--- config.mk ---
export PLATFORM = sky130hd
export DESIGN_NAME = shift_add_multiplier
export DESIGN_NICKNAME = d
export VERILOG_FILES = /design/src/rtl/shift_add_multiplier.sv
export SDC_FILE = /design/constraint.sdc
export NUM_CORES = 1
export LEC_CHECK = 0
export BUFFER_PORTS_ARGS = -buffer_cell sky130_fd_sc_hd__buf_2
export CAP_MARGIN = 20
export CORE_UTILIZATION = 50
export CTS_CLUSTER_DIAMETER = 150
export DETAILED_ROUTE_END_ITERATION = 6
export GPL_TIMING_DRIVEN = 0
export MAX_ROUTING_LAYER = met4
export PLACE_DENSITY = 0.78
export SYNTH_ARGS = -nofsm -noshare
export SYNTH_HDL_FRONTEND = slang
export SYNTH_SLANG_ARGS = --single-unit
--- constraint.sdc ---
create_clock -name clk -period 3.2 [get_ports clk]
set_clock_uncertainty 0.1 [all_clocks]
set_input_delay 0.96 -clock clk [delete_from_list [all_inputs] [get_ports clk]]
set_output_delay 0.96 -clock clk [all_outputs]
set_load 0.02 [all_outputs]
--- src/rtl/shift_add_multiplier.sv ---
// shift_add_multiplier
//   Sequential unsigned WIDTH x WIDTH multiplier. Each RUN cycle performs one
//   ripple-carry add of the multiplicand (gated by the current multiplier LSB)
//   onto the upper partial product, then shifts {carry, sum, q} right by one.
//   After WIDTH iterations the 2*WIDTH-bit product is latched and done pulses.
//
// Ports
//   clk      in   clock, rising-edge
//   rst_n    in   asynchronous active-low reset
//   start    in   request; sampled only in IDLE or DONE
//   a        in   WIDTH-bit multiplicand, captured on accepted start
//   b        in   WIDTH-bit multiplier, captured on accepted start
//   busy     out  high while in RUN
//   done     out  high only in DONE (one-cycle pulse)
//   product  out  2*WIDTH-bit result; holds last completed product
module shift_add_multiplier #(
   parameter int unsigned WIDTH = 4
) (
   input  logic                 clk,
   input  logic                 rst_n,
   input  logic                 start,
   input  logic [WIDTH-1:0]     a,
   input  logic [WIDTH-1:0]     b,
   output logic                 busy,
   output logic                 done,
   output logic [2*WIDTH-1:0]   product
);

   localparam int unsigned CntW = $clog2(WIDTH + 1);

   localparam logic [1:0] StIdle = 2'd0;
   localparam logic [1:0] StRun  = 2'd1;
   localparam logic [1:0] StDone = 2'd2;

   logic [1:0]         state_q, state_d;
   logic [WIDTH-1:0]   mcand_q;
   logic [WIDTH-1:0]   acc_q;
   logic [WIDTH-1:0]   mplier_q;
   logic [CntW-1:0]    cnt_q;
   logic [2*WIDTH-1:0] product_q;

   logic [WIDTH-1:0]   addend;
   logic [WIDTH-1:0]   sum;
   logic               carry;
   logic [2*WIDTH-1:0] shifted;
   logic               accept;
   logic               last_iter;

   // Ripple-carry add step: acc + (q[0] ? mcand : 0), carry-in 0.
   always_comb begin
      addend = mplier_q[0] ? mcand_q : '0;
      sum    = '0;
      carry  = 1'b0;
      for (int i = 0; i < int'(WIDTH); i++) begin
         sum[i] = acc_q[i] ^ addend[i] ^ carry;
         carry  = (acc_q[i] & addend[i]) | (carry & (acc_q[i] ^ addend[i]));
      end
   end

   // {carry, sum, q} >> 1: carry lands in the acc MSB, q LSB is consumed.
   assign shifted   = {carry, sum, mplier_q[WIDTH-1:1]};
   assign accept    = start && ((state_q == StIdle) || (state_q == StDone));
   assign last_iter = (cnt_q == CntW'(WIDTH - 1));

   always_comb begin
      state_d = state_q;
      case (state_q)
         StIdle:  if (start) state_d = StRun;
         StRun:   if (last_iter) state_d = StDone;
         StDone:  state_d = start ? StRun : StIdle;
         default: state_d = StIdle;
      endcase
   end

   always_ff @(posedge clk or negedge rst_n) begin
      if (!rst_n) begin
         state_q   <= StIdle;
         mcand_q   <= '0;
         acc_q     <= '0;
         mplier_q  <= '0;
         cnt_q     <= '0;
         product_q <= '0;
      end else begin
         state_q <= state_d;
         if (accept) begin
            mcand_q  <= a;
            acc_q    <= '0;
            mplier_q <= b;
            cnt_q    <= '0;
         end else if (state_q == StRun) begin
            acc_q    <= shifted[2*WIDTH-1:WIDTH];
            mplier_q <= shifted[WIDTH-1:0];
            cnt_q    <= cnt_q + CntW'(1);
            if (last_iter) begin
               product_q <= shifted;
            end
         end
      end
   end

   // Pure decodes of the state register: no path from start/a/b.
   assign busy    = (state_q == StRun);
   assign done    = (state_q == StDone);
   assign product = product_q;

endmodule

; ---- Word level (Yosys, flattened, before mapping)
; Cells that the tools add are included.
[word_totals]
register_bits = 25
inputBits = 11
out_inout_bits = 10
[classes]
addsub = 1
eq_ne = 5
n_mux = 11
n_bitwise = 18
n_reduce_logical = 6
[op_table]
columns = operator, count
row1 = 4-bit 2-to-1 mux, 5
row2 = 1-bit bitwise AND, 7
row3 = 1-bit bitwise XOR, 7
row4 = 3-bit 2-to-1 mux, 2
row5 = 2-bit case mux with 3 select lines, 1
row6 = 2-bit 2-to-1 mux, 2
row7 = "3-bit by 1-bit adder with 3-bit output, second input constant", 1
row8 = "3-bit by 2-bit equality test with 1-bit output, second input constant", 1
row9 = 1-bit OR, 3
row10 = 3-bit AND reduction, 1
row11 = "2-bit by 1-bit equality test with 1-bit output, second input constant", 1
row12 = "2-bit equality test, second input constant", 1
row13 = 2-bit zero test, 1
row14 = "2-bit by 1-bit != test with 1-bit output, second input constant", 1
row15 = "2-bit != test, second input constant", 1
row16 = 2-bit AND reduction, 1
row17 = 2-bit nonzero test, 1
row18 = 1-bit logical AND, 1
row19 = 1-bit logical OR, 1
row20 = 1-bit 2-to-1 mux, 1
row21 = 1-bit NOT, 1

; ---- Depth between registers and ports, before layout
; Gate-level depths: netlist (run 1).
[depth]
depth_word = 10
depth_mapped = 7
depth_no_buf = 7

; ---- Worst setup path before layout (run 1)
; No wires, ideal clock.
[synth_timing]
path_type = reg-to-reg
from = reg mplier_q[0]
to = reg product_q[6], in the netlist product[6]
setup_time_ns = 0.126
t_arrival_ns = 1.971
t_required_ns = 2.974
path_slack_ns = 1.002
stages_incl_launch_ff = 8
n_path_buf = 0
period_less_slack_ns = 2.198
cell_sequence = dfrtp_1 -> and2_1 -> ha_1 -> inv_1 -> fa_1 -> fa_1 -> fa_1 -> o21ai_0
[synth_via]
elab_chain_len = 7
elab_cells_between_ends = 12
cone_classes = mux: 1 / bitwise: 11
[synth_rtl]
columns = element, line_no
row1 = start: declaration, 38  ; logic [WIDTH-1:0] mplier_q;
row2 = start signal: assignment, 92  ; mplier_q <= shifted[WIDTH-1:0];
row3 = 4-bit 2-to-1 mux *, 51  ; addend = mplier_q[0] ? mcand_q : '0;
row4 = 1-bit bitwise AND or 1-bit bitwise XOR (tied branches), 56  ; carry = (acc_q[i] & addend[i]) | (carry & (acc_q[i] ^ addend[i]));
row5 = 1-bit bitwise AND, 56
row6 = 1-bit OR, 56
row7 = 1-bit bitwise AND, 56
row8 = 1-bit OR, 56
row9 = 1-bit bitwise XOR *, 55  ; sum[i] = acc_q[i] ^ addend[i] ^ carry;
row10 = end signal: assignment, 95  ; product_q <= shifted;
row11 = end: declaration, 40  ; logic [2*WIDTH-1:0] product_q;
; Every way passes the cells marked *; elsewhere a longest branch is shown, timed or not.
; A chain may end at the register's enable or synchronous reset.

; ---- Worst setup path after layout (run 1)
[layout_timing]
from = reg state_q[1]
to = out busy
[layout_via]
elab_chain_len = 1
[layout_rtl]
columns = element, line_no
row1 = start: declaration, 35  ; logic [1:0] state_q, state_d;
row2 = start signal: assignment, 77  ; state_q <= StIdle;
row3 = start signal: assignment, 84  ; state_q <= state_d;
row4 = 2-bit by 1-bit equality test with 1-bit output, 102  ; assign busy = (state_q == StRun);
row5 = end: declaration, 24  ; output logic busy,
; No other way between the ends.

==> impl_metrics.toml, run 1 <==
[yosys]
synth_area_per_cell_um2 = 12.0
yosysTopAreaCell = "dfrtp_1"
synthXorXnorAreaFrac_pct = 0
synth_top_family_by_area = "compound AO/OA/AOI/OAI gates"
synth_area_leaders = "dfrtp_1 (54%), fa_1 (5.1%), mux2_4 (5.1%)"
synth-edff-count = 0
synthArstFlopShare_pct = 100
synth_ff_type = "dfrtp_1"
synth.most_common_cell = "dfrtp_1"
synth_compound_area_share_pct = 13.9
synthSimpleGateAreaFrac_pct = 8.90
synthAdderAreaFrac_pct = 8.36
synthMuxAreaShare_pct = 8.04
synth_area_um2 = 1170
yosysTopAreaCellShare_pct = 53.6
syn_inst = 97
ys.warnings.count = 0
synth.distinct_cells = 23
syn_nets = 114
ys_ff_latch = 25
netlist_top_cells_count = "dfrtp_1 (25), nand2_1 (12), inv_1 (10), o21ai_0 (10)"
ys_seq_area_share_pct = 53.6

[routing]
drt-pass1-iter-count = 4
vias_per_cell = 5.13
drt-wirelength-per-cell_um = 12.8
drtIter0Drc = 14
final_antenna_net_count = 0
totalWireLength_um = 1900
via_count = 765
drc = 0

[place]
hpwl_um = 1470
finalWeightedCongestion = 0.748
io_buffers = 20
dpl.cell_count = 145

[critical_path]
cp-start-kind = "flop"
required_ns = 2.14
path_class = "flop to primary output"
r2r_end = "product[6]"
crit_path_start = "state_q[1]"
critPathMaxFanout = 9
critPathCapture = "busy"
arrival_ns = 1.36
critPathCaptureType = "primary output"
timing.rr.start = "mplier_q[0]"
reg2reg_slack_ns = 0.83
reg2regPathDepth = 7

[grt]
antenna_found_initial = 0
grt_max_degree = 26
use_met3_pct = 1.82
overflow = 0
grtUsageMet1_pct = 22.3
grt_pass1_wl_um = 3370
grt_use_met2_pct = 31.3
grt.total_usage_pct = 18.7
busiest_layer = "met2"
grt_pass1_vias = 776

[cells_and_area]
drive_gt1_share_pct = 33.9
fin_nets = 139
instances_no_fill = 149
antenna_cells = 0
multi_input_comb_area_um2 = 458
num-fill-cells = 209
regArea_um2 = 626
utilization_pct = 60.2
syn_to_final_growth_pct = 14.1

[cts]
cts_buffers = 3
root_buffer = "clkbuf_4"
clock_sinks = 25
ctsResizeCount = 0
cts_tree = "built"
hold_buffers = 0
post-cts-setup-buffers = 0
h-tree-depth = 1
worstSkewPairLatency_ns = 0.32
clk_path_buf_depth = 2
clk_pin_slew_ns = 0.15

[power]
cellPowerDensity_nw_per_um2 = 1040
vdd_drop_max_mv = 0.577
p_leak_nw = 0.679

[timing]
slew_headroom_pct = 64.1
setup_viol = 0
slew_viol_final = 0
timing.setup.tns_ns = 0
finalCriticalPeriod_ns = 2.42
worst_pin_slew_ns = 0.539
hold_viol_final = 0
rsz0062_at_grt = "no"
post-route-period-util_pct = 75.6
fmax_ghz = 0.413

[floorplanning]
core_area_um2 = 2210
dieArea_um2 = 2530
die_y_um = 50.3
die-width_um = 50.3
initial_core_util_pct = 52.8
pin_count = 21
rows = 17

[run]
maxCapViolations = 0

[status]
outcome = "finished, final reports clean"

[min_path]
hold_class = "flop to flop"
## worst min-delay path by stage
stage	to	slack (ns)	from	depth (start not counted)
floorplan	acc_q[2]	0.36	acc_q[2]	1
global placement	product[5]	0.36	product[5]	2
detailed placement	product[2]	0.37	product[2]	2
CTS	product[2]	0.40	product[2]	2
global route	acc_q[2]	0.43	acc_q[2]	1
finish	product[2]	0.39	product[2]	2
## routing by layer
layer	share of wire, %	vias to the layer above
li1	-	373
met1	46	373
met2	49	15
met3	2.8	4
met4	1.7	0
met5	0	-
## stage by stage
stage               hold WS, ns  total power, W  instance area (um2)  worst slack, ns
floorplan                 0.356         0.00107                 1170             1.00
global placement          0.357         0.00122                 1300            0.891
detailed placement        0.369         0.00126                 1300            0.847
CTS                       0.402         0.00140                 1330            0.763
global route              0.432         0.00151                 1330            0.680
finish                    0.394         0.00139                 1330            0.781
## power breakdown
part	leakage [nW]	total [W]	internal, W	switching [W]
Sequential	0.307	0.000545	0.000465	0.0000799
Clock	0.0139	0.000143	0.0000477	0.0000957
Combinational	0.359	0.000697	0.000324	0.000373
## kinds of logic after synthesis
family,after synthesis
AO/OA/AOI/OAI,25
flip-flops,25
AND/OR/NAND/NOR,18
buffers and inverters,16
multiplexers,7
adder cells (fa/ha/maj),6
## worst max-delay path: stages, from the launching register on
cell,delay (ns)
dfrtp_1,0.38
buf_4,0.16
nand2b_1,0.14
buf_4,0.17
inv_2,0.06
buf_2,0.15
## state kept, by name, summed over array words and instances, names as in the netlist
signal,cells
product,8
mplier_q,4
acc_q,4
mcand_q,4
cnt_q,3
state_q,2
## cells in the final DEF, fill, tap and decap left out, types with 3 or more instances in the layout
cell and instances:
o21ai_0 10, buf_2 21, nand2_1 12, clkbuf_4 3, dfrtp_1 25, ha_1 3
a21oi_1 4, inv_1 10, a22o_1 3, fa_1 3, mux2_4 4, o2bb2ai_1 3
mux2_2 3, o22ai_1 4
## final cells by class
class / instances / area share (%)
clock buffers: 3 / 1.69
multi-input cells: 56 / 34.4
clock inverters: 1 / 0.563
well taps: 28 / 2.63
flip-flops and latches: 25 / 46.9
plain buffers: 5 / 3.19
inverters: 11 / 3.10
repair buffers: 20 / 7.51
Power figures use the tool's default switching activity.
==> run 2: changes to the inputs <==
clock period = 2.27 ns   (was 3.2 ns; I/O delays follow)
==> run 2 against run 1 <==
Register-to-register slack got worse by 0.75 ns. Die area did not move. Setup slack got worse by 0.70 ns. Via count fell by 0.26%. Critical endpoint is now product[6]. Largest cell class unchanged. Worst hold slack got worse by 0.18 ns. Combinational power rose by 48%. Largest power group unchanged. Sequential power rose by 40%. Clock power rose by 41%.
==> impl_metrics.toml, run 2 (synthesized netlist as in run 1, its figures left out) <==
[status]
outcome = "finished, final reports clean"

[routing]
vias_per_cell = 5.09
via_count = 763
drt-wirelength-per-cell_um = 13.1
final_antenna_net_count = 0
drc = 0
drtIter0Drc = 14
drt-pass1-iter-count = 4
totalWireLength_um = 1960

[grt]
antenna_found_initial = 0
overflow = 0
grt_pass1_vias = 776
grt.total_usage_pct = 19.2
grt_pass1_wl_um = 3450
grt_max_degree = 26

[cts]
clk_pin_slew_ns = 0.15
clock_sinks = 25
root_buffer = "clkbuf_4"
cts_tree = "built"
h-tree-depth = 1
hold_buffers = 0
clk_path_buf_depth = 2
worstSkewPairLatency_ns = 0.32
cts_buffers = 3

[critical_path]
critPathCaptureType = "flop"
path_class = "flop to flop"
critPathMaxFanout = 2
timing.rr.start = "mplier_q[0]"
crit_path_start = "mplier_q[0]"
required_ns = 2.40
cp-start-kind = "flop"
arrival_ns = 2.32

[timing]
post-route-period-util_pct = 96.4
slew_headroom_pct = 64.5
fmax_ghz = 0.457
setup_viol = 0
rsz0062_at_grt = "yes"
worst_pin_slew_ns = 0.533
finalCriticalPeriod_ns = 2.19
hold_viol_final = 0
slew_viol_final = 0

[floorplanning]
die_y_um = 50.3
dieArea_um2 = 2530
pin_count = 21
rows = 17
die-width_um = 50.3
core_area_um2 = 2210
initial_core_util_pct = 52.8

[cells_and_area]
instances_no_fill = 150
stdcell_area_um2 = 1350
antenna_cells = 0
layout_common_cells = "dfrtp_1 (25), buf_2 (21), nand2_1 (12), inv_1 (10), o21ai_0 (9)"
num-fill-cells = 200
fin_nets = 140
largest_reg_flops = 8
final_common_cell = "dfrtp_1"
drive_gt1_share_pct = 36.9
syn_to_final_growth_pct = 15.4

[place]
dpl.cell_count = 145
io_buffers = 20
finalWeightedCongestion = 0.748
place_area_um2 = 1300
hpwl_um = 1470

[min_path]
hold_class = "input port to asynchronous set/reset pin"

[run]
maxCapViolations = 0

[power]
vdd_drop_max_mv = 0.817
cellPowerDensity_nw_per_um2 = 1480
p_leak_nw = 0.686
-- run 2: timing repair --
item | 4_1_cts | 5_1_grt
endpoints found under the setup margin | 4 | 3
cloned | 0 | 0
setup buffers | 1 | 0
resized for setup | 4 | 0
pin swaps | 2 | 2
-- run 2: final cells by class --
| type | count | area [um2] | share of cell area [%] |
|---|---|---|---|
| buffer | 5 | 42.5 | 3.16 |
| tap | 28 | 35.0 | 2.60 |
| multi-input combinational | 56 | 465 | 34.5 |
| clock inverter | 1 | 7.51 | 0.557 |
| sequential | 25 | 626 | 46.4 |
| clock buffer | 3 | 22.5 | 1.67 |
| timing repair buffer | 21 | 108 | 7.99 |
| inverter | 11 | 41.3 | 3.06 |
-- run 2: per-layer routing --
layer,global-route usage [%],vias to the layer above,part of all wire (%)
li1,-,375,-
met1,23.1,374,45
met2,32.9,12,52
met3,1.82,2,2.5
met4,8.33,0,0.82
met5,-,-,0
-- run 2: report_power, final --
| group | internal (W) | switching (W) | total [W] |
|---|---|---|---|
| Clock | 0.0000672 | 0.000135 | 0.000202 |
| Sequential | 0.000655 | 0.000109 | 0.000764 |
| Combinational | 0.000482 | 0.000545 | 0.00103 |
-- run 2: worst paths after layout --
kind                               to  slack [ns]  depth (start not counted)
min in group clk           product[2]        0.39                          2
max in group asynchronous    cnt_q[1]        1.49                          1
setup reg to reg           product[6]        0.08                          7
hold / removal             mcand_q[3]        0.21                          1
hold reg to reg            product[2]        0.39                          2
setup / recovery           product[6]        0.08                          7
-- run 2: metrics by stage --
stage,util (%),setup TNS (ns),total power (W),hold slack [ns],setup WS [ns]
2_1_floorplan,-,0,0.00150,0.285,0.0724
3_3_place_gp,58.9,-0.0517,0.00173,0.357,-0.0393
3_5_place_dp,58.9,-0.154,0.00177,0.369,-0.0835
4_1_cts,60.9,0,0.00202,0.227,0.0152
5_1_grt,60.9,-0.0157,0.00217,0.243,-0.0157
6_report,60.9,0,0.00199,0.210,0.0810
-- run 2: worst max-delay path: stages (launching register included) --
cell	delay [ns]
dfrtp_1	0.39
and2_4	0.14
ha_1	0.13
inv_1	0.05
fa_2	0.34
fa_2	0.35
fa_1	0.52
o21ai_1	0.08
==> run 3: changes to the inputs <==
CORE_MARGIN = 2   (was default)
CTS_BUF_LIST = sky130_fd_sc_hd__clkbuf_4   (was default)
==> run 3 against run 2 <==
First-iteration DRC count down 57%. Critical path type unchanged. Global-route usage down 2.1 points. Worst hold slack better by 0.0038 ns. Clock power about the same. Via count up 1.2%. Flip-flop and latch count unchanged. Clock-buffer cell count unchanged.
==> impl_metrics.toml, run 3 (synthesized netlist as in run 1, its figures left out) <==
[critical_path]
path_class = "flop to flop"
critPathMaxFanout = 2
path_cells = "and2_4, ha_4, inv_2, fa_2, fa_2, fa_1, o21ai_1"
required_ns = 2.40
critPathMaxStageDelay_ns = 0.55
cp-start-kind = "flop"
critPathCaptureType = "flop"
critPathSlowestCell = "fa_1"
arrival_ns = 2.36
crit_top_cell = "fa_2"

[routing]
wl_met2_um = 975
drc = 0
drt-wirelength-per-cell_um = 13.4
via_count = 772
totalWireLength_um = 2020
wl_met1_um = 924
drtIter0Drc = 6
drt-pass1-iter-count = 4
highest_layer = "met4"
wl_met3_um = 59
vias_per_cell = 5.11
final_antenna_net_count = 0

[cells_and_area]
antenna_cells = 0
fin_nets = 141
syn_to_final_growth_pct = 17.5
largest_reg_flops = 8
multi_input_comb_area_um2 = 484
drive_gt1_share_pct = 39.8
final_common_cell = "dfrtp_1"
layout_common_cells = "dfrtp_1 (25), buf_2 (21), nand2_1 (12), inv_1 (9), o21ai_0 (9)"
regArea_um2 = 626
num-fill-cells = 190
utilization_pct = 62.0

[status]
outcome = "finished, final reports clean"

[timing]
slew_headroom_pct = 64.0
setup_viol = 0
slew_viol_final = 0
fin_ws_ns = 0.0371
rsz0062_at_grt = "yes"
post-route-period-util_pct = 98.4
worst_pin_slew_ns = 0.540
finalCriticalPeriod_ns = 2.23
fmax_ghz = 0.448
hold_viol_final = 0

[cts]
worstSkewPairLatency_ns = 0.32
clk_pin_slew_ns = 0.14
cts_buffers = 3
cts_tree = "built"
clk_path_buf_depth = 2
clock_sinks = 25
h-tree-depth = 1
root_buffer = "clkbuf_4"

[floorplanning]
initial_core_util_pct = 52.8
die_y_um = 52.3
die-width_um = 52.3
core_area_um2 = 2210
dieArea_um2 = 2740
pin_count = 21
rows = 17

[place]
io_buffers = 20
hpwl_um = 1460
pre_cts_ws_ns = -0.0514
finalWeightedCongestion = 0.789

[grt]
grt_pass1_wl_um = 3270
grt_pass1_vias = 747
overflow = 0
grt.total_usage_pct = 17.1
antenna_found_initial = 0
grt_max_degree = 26

[power]
vdd_drop_max_mv = 0.804
p_leak_nw = 0.696
cellPowerDensity_nw_per_um2 = 1490

[min_path]
hold_class = "input port to asynchronous set/reset pin"

[run]
maxCapViolations = 0
## run 3: report_power, final
| group | internal (W) | leakage, nW | total [W] | switching (W) |
|---|---|---|---|---|
| Clock | 0.0000662 | 0.0177 | 0.000203 | 0.000136 |
| Combinational | 0.000514 | 0.371 | 0.00107 | 0.000561 |
| Sequential | 0.000656 | 0.307 | 0.000771 | 0.000116 |
## run 3: repair_timing
item / in CTS / in global routing
buffers inserted: 1 / 1
resized for setup: 0 / 8
setup endpoints to repair: 3 / 3
hold buffers: 0 / 0
pin swaps: 0 / 4
## run 3: stage by stage
| step | total power, W | cell area, um2 | hold slack [ns] | std cells | TNS, ns |
|---|---|---|---|---|---|
| finish | 0.00205 | 1370 | 0.214 | 151 | 0 |
| global route | 0.00221 | 1370 | 0.249 | 151 | -0.0342 |
| CTS | 0.00198 | 1340 | 0.232 | 150 | 0 |
| detailed placement | 0.00177 | 1300 | 0.368 | 145 | -0.0789 |
| global placement | 0.00173 | 1300 | 0.358 | 145 | -0.0547 |
| floorplan | 0.00150 | 1170 | 0.285 | 97 | 0 |
## run 3: worst paths after layout
kind,startpoint,to,slack (ns),depth (start not counted)
min,rst_n,acc_q[3],0.21,1
min in group clk,product[2],product[2],0.39,2
min reg2reg,product[2],product[2],0.39,2
max in group asynchronous,rst_n,cnt_q[1],1.50,1
max,mcand_q[0],product[6],0.04,7
max reg2reg,mcand_q[0],product[6],0.04,7
## run 3: critical path, delay by kind of cell (launching register included)
| kind | cells | cell delay (ns) |
|---|---|---|
| adders and majority gates | 4 | 1.39 |
| DFF | 1 | 0.39 |
| and+or+nand+nor | 1 | 0.16 |
| AOI/OAI and AO/OA | 1 | 0.06 |
| buffers and inverters | 1 | 0.03 |
## run 3: cell type report
cell class                 instances  area share (%)
buffer                             5            3.10
multi-input combinational         56            35.3
sequential                        25            45.6
tap                               28            2.55
clock inverter                     1           0.365
clock buffer                       3            1.64
timing repair buffer              22            8.39
inverter                          11            3.01
## run 3: layer usage
metal / vias to the layer above / GRT usage, %
li1: 376 / -
met1: 370 / 20.9
met2: 19 / 26.5
met3: 7 / 3.43
met4: 0 / 9.83
met5: - / -
